**src/rtl/if_fetch_unit.sv**
```systemverilog
// Instruction fetch: drives the ROM, generates sequential/redirected PCs, and buffers {pc, inst} for decode.
// Optional FETCH_ALIGN_CHECK_EN: misaligned redirects enter FAULT instead of silently aligning.
module if_fetch_unit #(
  parameter int                 ADDR_W    = 32,
  parameter int                 INST_W    = 32,
  parameter logic [ADDR_W-1:0]  RESET_PC  = '0,
  parameter int                 BUF_DEPTH = 2
) (
  input  logic              clk,
  input  logic              rst,
  output logic              rom_ce_o,
  output logic [ADDR_W-1:0] rom_addr_o,
  input  logic [INST_W-1:0] rom_inst_i,
  input  logic              branch_i,
  input  logic [ADDR_W-1:0] branch_target_i,
  input  logic              id_ready_i,
  output logic              if_valid_o,
  output logic [ADDR_W-1:0] if_pc_o,
  output logic [INST_W-1:0] if_inst_o,
  output logic              if_misalign_o
);

  localparam int PTR_W = (BUF_DEPTH > 1) ? $clog2(BUF_DEPTH) : 1;
  localparam int CNT_W = PTR_W + 1;

  typedef enum logic [1:0] {IDLE, FETCH, FAULT} state_t;

  state_t            state;
  logic [ADDR_W-1:0] pc;
  logic              ce_q;
  logic              misalign_q;
  logic [PTR_W-1:0]  rd_ptr, wr_ptr;
  logic [CNT_W-1:0]  count;

  logic [ADDR_W-1:0] pc_mem   [BUF_DEPTH];
  logic [INST_W-1:0] inst_mem [BUF_DEPTH];

  logic              redirect, pop, push;
  logic [ADDR_W-1:0] target_aligned;

  assign redirect       = branch_i && (state != IDLE);
  assign pop            = if_valid_o && id_ready_i && !redirect;
  assign push           = !rst && (state == FETCH) && !branch_i &&
                          ((count < CNT_W'(BUF_DEPTH)) || pop);
  assign target_aligned = {branch_target_i[ADDR_W-1:2], 2'b00};

  assign rom_ce_o   = ce_q;
  assign rom_addr_o = pc;
  assign if_valid_o = (count != '0);
  assign if_pc_o    = if_valid_o ? pc_mem[rd_ptr]   : '0;
  assign if_inst_o  = if_valid_o ? inst_mem[rd_ptr] : '0;

`ifdef FETCH_ALIGN_CHECK_EN
  assign if_misalign_o = misalign_q;
`else
  logic unused_tgt_low;
  assign unused_tgt_low = ^branch_target_i[1:0];
  assign if_misalign_o  = 1'b0;
`endif

  always_ff @(posedge clk) begin
    if (push) begin
      pc_mem[wr_ptr]   <= pc;
      inst_mem[wr_ptr] <= rom_inst_i;
    end
  end

  always_ff @(posedge clk) begin
    if (rst) begin
      state      <= IDLE;
      pc         <= RESET_PC;
      ce_q       <= 1'b0;
      misalign_q <= 1'b0;
      rd_ptr     <= '0;
      wr_ptr     <= '0;
      count      <= '0;
    end else begin
      case (state)
        IDLE: begin
          state <= FETCH;
          ce_q  <= 1'b1;
        end
        default: begin
          if (branch_i) begin
            pc     <= target_aligned;
            rd_ptr <= '0;
            wr_ptr <= '0;
            count  <= '0;
`ifdef FETCH_ALIGN_CHECK_EN
            if (branch_target_i[1:0] != 2'b00) begin
              state      <= FAULT;
              ce_q       <= 1'b0;
              misalign_q <= 1'b1;
            end else begin
              state      <= FETCH;
              ce_q       <= 1'b1;
              misalign_q <= 1'b0;
            end
`else
            state <= FETCH;
            ce_q  <= 1'b1;
`endif
          end else begin
            if (push) begin
              pc     <= pc + ADDR_W'(4);
              wr_ptr <= wr_ptr + PTR_W'(1);
            end
            if (pop) rd_ptr <= rd_ptr + PTR_W'(1);
            if (push && !pop)      count <= count + CNT_W'(1);
            else if (pop && !push) count <= count - CNT_W'(1);
          end
        end
      endcase
    end
  end

endmodule
```
**config.mk**
```make
export PLATFORM = sky130hd
export DESIGN_NAME = if_fetch_unit
export DESIGN_NICKNAME = d
export VERILOG_FILES = /design/src/rtl/if_fetch_unit.sv
export SDC_FILE = /design/constraint.sdc
export NUM_CORES = 1
export LEC_CHECK = 0
export CAP_MARGIN = 0
export CORE_ASPECT_RATIO = 1.2
export CORE_MARGIN = 2
export CORE_UTILIZATION = 41
export DETAILED_ROUTE_END_ITERATION = 10
export GPL_TIMING_DRIVEN = 0
export PLACE_DENSITY = 0.68
export SYNTH_ARGS = -nofsm -noshare
export SYNTH_HDL_FRONTEND = slang
export SYNTH_SLANG_ARGS = --single-unit
```
**constraint.sdc**
```tcl
create_clock -name clk -period 8.97 [get_ports clk]
set_clock_uncertainty 0.15 [all_clocks]
set_input_delay 1.794 -clock clk [delete_from_list [all_inputs] [get_ports clk]]
set_output_delay 1.794 -clock clk [all_outputs]
set_load 0.005 [all_outputs]
```
==> results of run 1 <==
## power groups by stage
stage | Sequential, mW | Combinational, mW | Clock, mW
2_1_floorplan | 0.854 | 0.0685 | 0
3_3_place_gp | 0.860 | 0.170 | 0
3_5_place_dp | 0.860 | 0.174 | 0
4_1_cts | 0.845 | 0.175 | 0.749
5_1_grt | 0.848 | 0.188 | 0.786
6_report | 0.845 | 0.174 | 0.738
## metal layers
metal | share of wire, % | wire, um
met5 | 0 | 0
met4 | 1.8 | 316
met3 | 7.6 | 1370
met2 | 49 | 8760
met1 | 42 | 7460
## cell usage in the layout, fill, tap and decap left out, types with 4 or more instances in the layout
cell type and n:
sky130_fd_sc_hd__a211oi_1 8, sky130_fd_sc_hd__a21oi_1 19, sky130_fd_sc_hd__a22oi_1 12, sky130_fd_sc_hd__a31oi_1 8, sky130_fd_sc_hd__and2_1 4, sky130_fd_sc_hd__and3_1 9, sky130_fd_sc_hd__buf_2 11, sky130_fd_sc_hd__buf_4 5
sky130_fd_sc_hd__clkbuf_1 23, sky130_fd_sc_hd__clkbuf_16 17, sky130_fd_sc_hd__clkdlybuf4s50_1 158, sky130_fd_sc_hd__clkinvlp_4 4, sky130_fd_sc_hd__conb_1 5, sky130_fd_sc_hd__dfxtp_1 36, sky130_fd_sc_hd__edfxtp_1 124, sky130_fd_sc_hd__inv_1 7
sky130_fd_sc_hd__mux2i_1 65, sky130_fd_sc_hd__nand2_1 23, sky130_fd_sc_hd__nand3_1 11, sky130_fd_sc_hd__nand4_1 12, sky130_fd_sc_hd__nor2_1 94, sky130_fd_sc_hd__nor3_1 5, sky130_fd_sc_hd__o211ai_1 6, sky130_fd_sc_hd__o21ai_0 20
sky130_fd_sc_hd__or4_1 5
## cells in the mapped netlist (all sizes together) (7+ instances only)
cell,instances
nor3,7
nand4,12
a31oi,9
clkbuf,20
nor2,95
mux2i,65
edfxtp,124
a211oi,8
a21oi,19
and3,9
a22oi,12
nand2,23
o21ai,21
nand3,14
buf,17
dfxtp,36
inv,7
## per-stage QoR
| step | cells | util, % |
|---|---|---|
| final | 961 | 57.5 |
| after global routing | 961 | 57.5 |
| after CTS | 961 | 57.5 |
| after detailed placement | 929 | 53.8 |
| after global placement | 927 | 53.4 |
| after floorplan | 557 | - |
## registers in the layout, summed over array words and instances (netlist names), named ones only
register    cells
inst_mem       64
pc_mem         60
rom_addr_o     30
count           2
rd_ptr          1
state           1
wr_ptr          1
## cell type report
cell class | count | area, um2 | share of cell area, %
Clock inverter | 11 | 155 | 1.65
Timing Repair Buffer | 160 | 1640 | 17.4
Multi-Input combinational cell | 353 | 2250 | 23.9
Buffer | 37 | 171 | 1.82
Clock buffer | 21 | 450 | 4.79
Inverter | 7 | 26.3 | 0.280
Tap cell | 212 | 265 | 2.82
Sequential cell | 160 | 4440 | 47.3
## worst max path at each step
stage | from | end | slack, ns | cells past startpoint
6_report | count[1]$_SDFFE_PP0P_ | if_pc_o[17] | 4.50 | 4
5_1_grt | count[1]$_SDFFE_PP0P_ | if_pc_o[26] | 4.27 | 4
4_1_cts | count[1]$_SDFFE_PP0P_ | if_pc_o[16] | 4.40 | 4
3_5_place_dp | id_ready_i | inst_mem[0][15]$_DFFE_PP_ | 4.25 | 7
3_3_place_gp | id_ready_i | pc_mem[0][5]$_DFFE_PP_ | 1.18 | 5
2_1_floorplan | rst | inst_mem[0][0]$_DFFE_PP_ | 3.37 | 4
## cell families after synthesis
kind of cell / synth area share [%]
other: 0.0546
AO/OA/AOI/OAI: 9.72
adder cells (fa/ha/maj): 0.182
buffers and inverters: 2.88
AND/OR/NAND/NOR: 12.9
flip-flops: 64.7
multiplexers: 9.48
==> flow_metrics.tcl, run 1 <==
set metrics [dict create \
    hold_depth 0 \
    setup_tns_ns 0 \
    p_seq_share_pct 48.1 \
    preCtsSetupSlack_ns 4.25 \
    postLayoutCellArea_um2 9400 \
    postSynthAreaPerCell_um2 12.4 \
    grt_util_met3_pct 5.09 \
    grt_pass1_vias 5172 \
    async_reset_ff_share_pct 0 \
    drt.antenna.violating_nets 0 \
    final_hold_vios 0 \
    grt_antenna_before_repair 0 \
    p_per_area_nw_per_um2 187 \
    num-fill-cells 1406 \
    crit_path_max_fanout 10 \
    design.die.area_um2 17800 \
    worst-r2r-setup-slack_ns 6.25 \
    globalplace.congestion 0.925 \
    root_buffer "sky130_fd_sc_hd__clkbuf_16" \
    tightest_slew_ns 0.978 \
    tritoncts "yes" \
    cts_setup_buffers 0 \
    drc 0 \
    place.port_buffers 158 \
    maxSlewHeadroom_pct 34.6 \
    timing.hold.worst_endpoint "pc_mem[1][27]$_DFFE_PP_" \
    area.growth.synth_to_final_pct 36.9 \
    hold-worst-slack_ns 0.403 \
    core_um2 16300 \
    setup_violating_endpoint_count_in_the_final_report 0 \
    comb_power_share_pct 9.9 \
    type_of_origin_of_the_critical_path "flop" \
    synth.yosys.warnings 0 \
    timing.hold.worst.start "rom_addr_o[27]$_SDFFE_PP0P_" \
    totalWireLength_mm 17.9 \
    max_freq_mhz 224 \
    power.clock.fraction_pct 42.0 \
    vias_cell 5.46 \
    worstSetupPathType "reg -> out" \
    synth_top_cell_area_share_pct 54.2 \
    synthesis.instances 553 \
    timing.reg2reg.worst_path_depth 6 \
    grt.busiest_layer "met2" \
    synth-seq-cells 160 \
    start_util_pct 42.0 \
    synth-main-ff-cell "sky130_fd_sc_hd__edfxtp_1" \
    slew_violations 0 \
    postPlaceCellArea_um2 8790 \
    ys_top_cells_by_area "sky130_fd_sc_hd__edfxtp_1 54%, sky130_fd_sc_hd__dfxtp_1 10%, sky130_fd_sc_hd__mux2i_1 9.5%" \
    synth_cell_type_count 52 \
    post_cts.resized_instances 0 \
    num_rows 51 \
    worst_hold_path_type "reg -> reg" \
    vias 5245 \
    global_route.usage.met2_pct 33.2 \
    cap_viol_max_count 0 \
    holdBufCountCts 0 \
    crit-reg2reg-capture "inst_mem[0][15]$_DFFE_PP_" \
    timing.critical_path.slowest_cell_delay_ns 0.76 \
    layout.nets 805 \
    finalWorstSetupSlack_ns 4.50 \
    internal_power_mw 1.36 \
    critPathRequiredTime_ns 7.03 \
    period_minus_slack_ns 4.47 \
    net-switching-power_mw 0.392 \
    cell_family_with_most_cp_delay "buffers and inverters" \
    status "completed" \
    die_width_um 122 \
    cp_num_buf_inv 2 \
    grt_pass1_wl_mm 27.7 \
    post-route-period-util_pct 49.8 \
    clock_path_buffers 2 \
    path_clk_slew_ns 0.06 \
    grt_start_max_net_pins 63 \
    total_track_usage_pct 20.4 \
    ys_seq_area_share_pct 64.7 \
    iter_0_drt_violations 607 \
    die_h_um 146 \
    worstPathCellList "nor2_1 -> clkbuf_1 -> nor2_1 -> clkdlybuf4s50_1" \
    synth_top_cell_by_area "sky130_fd_sc_hd__edfxtp_1" \
    vdd.ir_drop.worst_mv 0.124 \
    critical_path_arrival_ns 2.52 \
    clk_latency_ns 0.42 \
    category_of_the_worst_setup_path_capture_point "output port" \
    hpwl_mm 12.4 \
    synth_enable_flop_cells 124 \
    rr_startpoint "count[1]$_SDFFE_PP0P_" \
    timing.critical_path.slowest_stage_cell "sky130_fd_sc_hd__nor2_1" \
    io_pins 167 \
    gr-total-overflow 0 \
    synth_cell_area_um2 6860 \
    power.share.switching_pct 22.3 \
    drt_pre_antenna_iters 5 \
    grtUsageMet1_pct 26.5 \
    total_clock_buffers_created_by_cts 17 \
    grt_setup_unrepaired "no" \
    numClockSinks 160 \
    wl_per_cell_um 18.6 \
    leakage_nw 3.06 \
    power_mw 1.76 \
    final_layout_size_suffix_gt1_share_pct 7.74 \
    h-tree-depth 4 \
    path_common_cell "sky130_fd_sc_hd__nor2_1" \
    antenna_diode_count 0 \
]
Power figures use the tool's default switching activity.
==> run 2: changes to the inputs <==
==> constraint.sdc (replaced) <==
create_clock -name clk -period 4.6 [get_ports clk]
set_clock_uncertainty 0.15 [all_clocks]
set_input_delay 0.92 -clock clk [delete_from_list [all_inputs] [get_ports clk]]
set_output_delay 0.92 -clock clk [all_outputs]
set_load 0.005 [all_outputs]
==> run 2 against run 1 <==
  * First-iteration DRC count is 27% lower
  * Final area about the same
  * Setup slack worse by 3.5 ns
  * Highest routed layer unchanged
  * Utilization about the same
  * Die area is the same
  * Hold slack improved by 0.0029 ns
  * Count of clock-buffer cells in the layout is 4 lower
  * Sequential power rose by 95%
  * Wire length grew 0.20%
  * Via count fell by 1.3%
==> flow_metrics.tcl, run 2 (synthesized netlist as in run 1, its figures left out) <==
set metrics [dict create \
    met2_wirelength_mm 8.98 \
    cts_setup_buffers 0 \
    total_clock_buffers_created_by_cts 17 \
    met3_wirelength_mm 1.38 \
    hold-worst-slack_ns 0.406 \
    place.port_buffers 158 \
    vdd.ir_drop.worst_mv 0.187 \
    tightest_slew_ns 0.930 \
    layout.cells.most_common "sky130_fd_sc_hd__clkdlybuf4s50_1" \
    multi_input_area_um2 2250 \
    io_pins 167 \
    worst_hold_path_type "reg -> reg" \
    drt.antenna.violating_nets 0 \
    p_per_area_nw_per_um2 368 \
    hpwl_mm 12.5 \
    antenna_diode_count 0 \
    finalWorstSetupSlack_ns 1.02 \
    layout.cells.most_common_list "158 x sky130_fd_sc_hd__clkdlybuf4s50_1, 124 x sky130_fd_sc_hd__edfxtp_1, 94 x sky130_fd_sc_hd__nor2_1" \
    status "completed" \
    power.clock.fraction_pct 42.7 \
    crit_path_max_fanout 10 \
    setup_violating_endpoint_count_in_the_final_report 0 \
    cap_viol_max_count 0 \
    start_util_pct 42.0 \
    iter_0_drt_violations 442 \
    core_um2 16300 \
    preCtsSetupSlack_ns 1.06 \
    drt_pre_antenna_iters 9 \
    postPlaceCellArea_um2 8780 \
    critPathRequiredTime_ns 3.53 \
    h-tree-depth 4 \
    totalWireLength_mm 17.9 \
    period_minus_slack_ns 3.58 \
    slew_violations 0 \
    vias 5178 \
    die_h_um 146 \
    highest-signal-layer "met4" \
    final_hold_vios 0 \
    final_layout_size_suffix_gt1_share_pct 8.01 \
    clk_latency_ns 0.42 \
    layoutNonFillerInstCount 961 \
    postLayoutCellArea_um2 9400 \
    comb_power_share_pct 9.8 \
    max_flop_register "inst_mem" \
    grt_start_max_net_pins 63 \
    gr-total-overflow 0 \
    post_cts.resized_instances 0 \
    power.share.switching_pct 23.2 \
    num_rows 51 \
    num-fill-cells 1397 \
    design.die.area_um2 17800 \
    post-route-period-util_pct 77.8 \
    numClockSinks 160 \
    clock_path_buffers 2 \
    area.growth.synth_to_final_pct 37.0 \
    drc 0 \
    grt_pass1_wl_mm 27.7 \
    internal_power_mw 2.66 \
    maxSlewHeadroom_pct 37.7 \
    grt_pass1_vias 5202 \
    critical_path_arrival_ns 2.51 \
    root_buffer "sky130_fd_sc_hd__clkbuf_16" \
    net-switching-power_mw 0.805 \
    layout.area.seq_um2 4440 \
    wl_per_cell_um 18.7 \
    leakage_nw 3.07 \
    category_of_the_worst_setup_path_capture_point "output port" \
    max_freq_mhz 279 \
    tritoncts "yes" \
    total_track_usage_pct 20.2 \
    met1Wirelength_mm 7.28 \
    grt_antenna_before_repair 0 \
    path_clk_slew_ns 0.06 \
    holdBufCountCts 0 \
    number_of_flip_flops_under_the_largest_register_name 64 \
    worstSetupPathType "reg -> out" \
    grt_setup_unrepaired "no" \
    type_of_origin_of_the_critical_path "flop" \
    layout.nets 805 \
    vias_cell 5.39 \
    p_seq_share_pct 47.5 \
    die_width_um 122 \
    globalplace.congestion 0.949 \
    finish.utilization_pct 57.6 \
    numPlacedInstances 929 \
]
==> run 2: layout make-up <==
cell class	instances	share of cell area [%]
multi-input combinational	353	23.9
inverter	7	0.279
clock buffer	17	4.52
clock inverter	15	2.08
sequential	160	47.3
timing repair buffer	160	17.3
tap	212	2.82
buffer	37	1.82
==> run 2: metal layers <==
metal / vias to the layer above / GRT usage (%)
li1: 2444 / -
met1: 2470 / 25.2
met5: - / 0
met4: 0 / 5.63
met3: 26 / 5.72
met2: 238 / 34.2
==> run 2: metrics by stage <==
stage / total power, mW / setup TNS (ns)
3_3_place_gp: 2.01 / -67.11
2_1_floorplan: 1.80 / 0
4_1_cts: 3.49 / 0
3_5_place_dp: 2.02 / 0
6_report: 3.46 / 0
5_1_grt: 3.58 / 0
==> run 2: critical path, stage by stage (launching register included) <==
cell and delay (ns):
sky130_fd_sc_hd__dfxtp_1 0.33, sky130_fd_sc_hd__nor2_1 0.72, sky130_fd_sc_hd__clkbuf_1 0.43, sky130_fd_sc_hd__nor2_1 0.11
sky130_fd_sc_hd__clkdlybuf4s50_1 0.49
==> run 2: path summary, 6_finish.rpt <==
check        slack [ns]                        from                          end  cells after the start
max                1.02       count[1]$_SDFFE_PP0P_                  if_pc_o[22]                      4
min                0.41       count[0]$_SDFFE_PP0P_        count[0]$_SDFFE_PP0P_                      2
max reg2reg        2.12  rom_addr_o[2]$_SDFFE_PP0P_  rom_addr_o[26]$_SDFFE_PP0P_                      7
min reg2reg        0.41       count[0]$_SDFFE_PP0P_        count[0]$_SDFFE_PP0P_                      2
==> run 2: power by group through the flow <==
stage | Combinational, mW | Clock (mW) | Sequential, mW
after detailed placement | 0.339 | 0 | 1.68
after global routing | 0.367 | 1.56 | 1.65
after floorplan | 0.134 | 0 | 1.67
after CTS | 0.342 | 1.50 | 1.65
final | 0.339 | 1.48 | 1.65
after global placement | 0.331 | 0 | 1.68
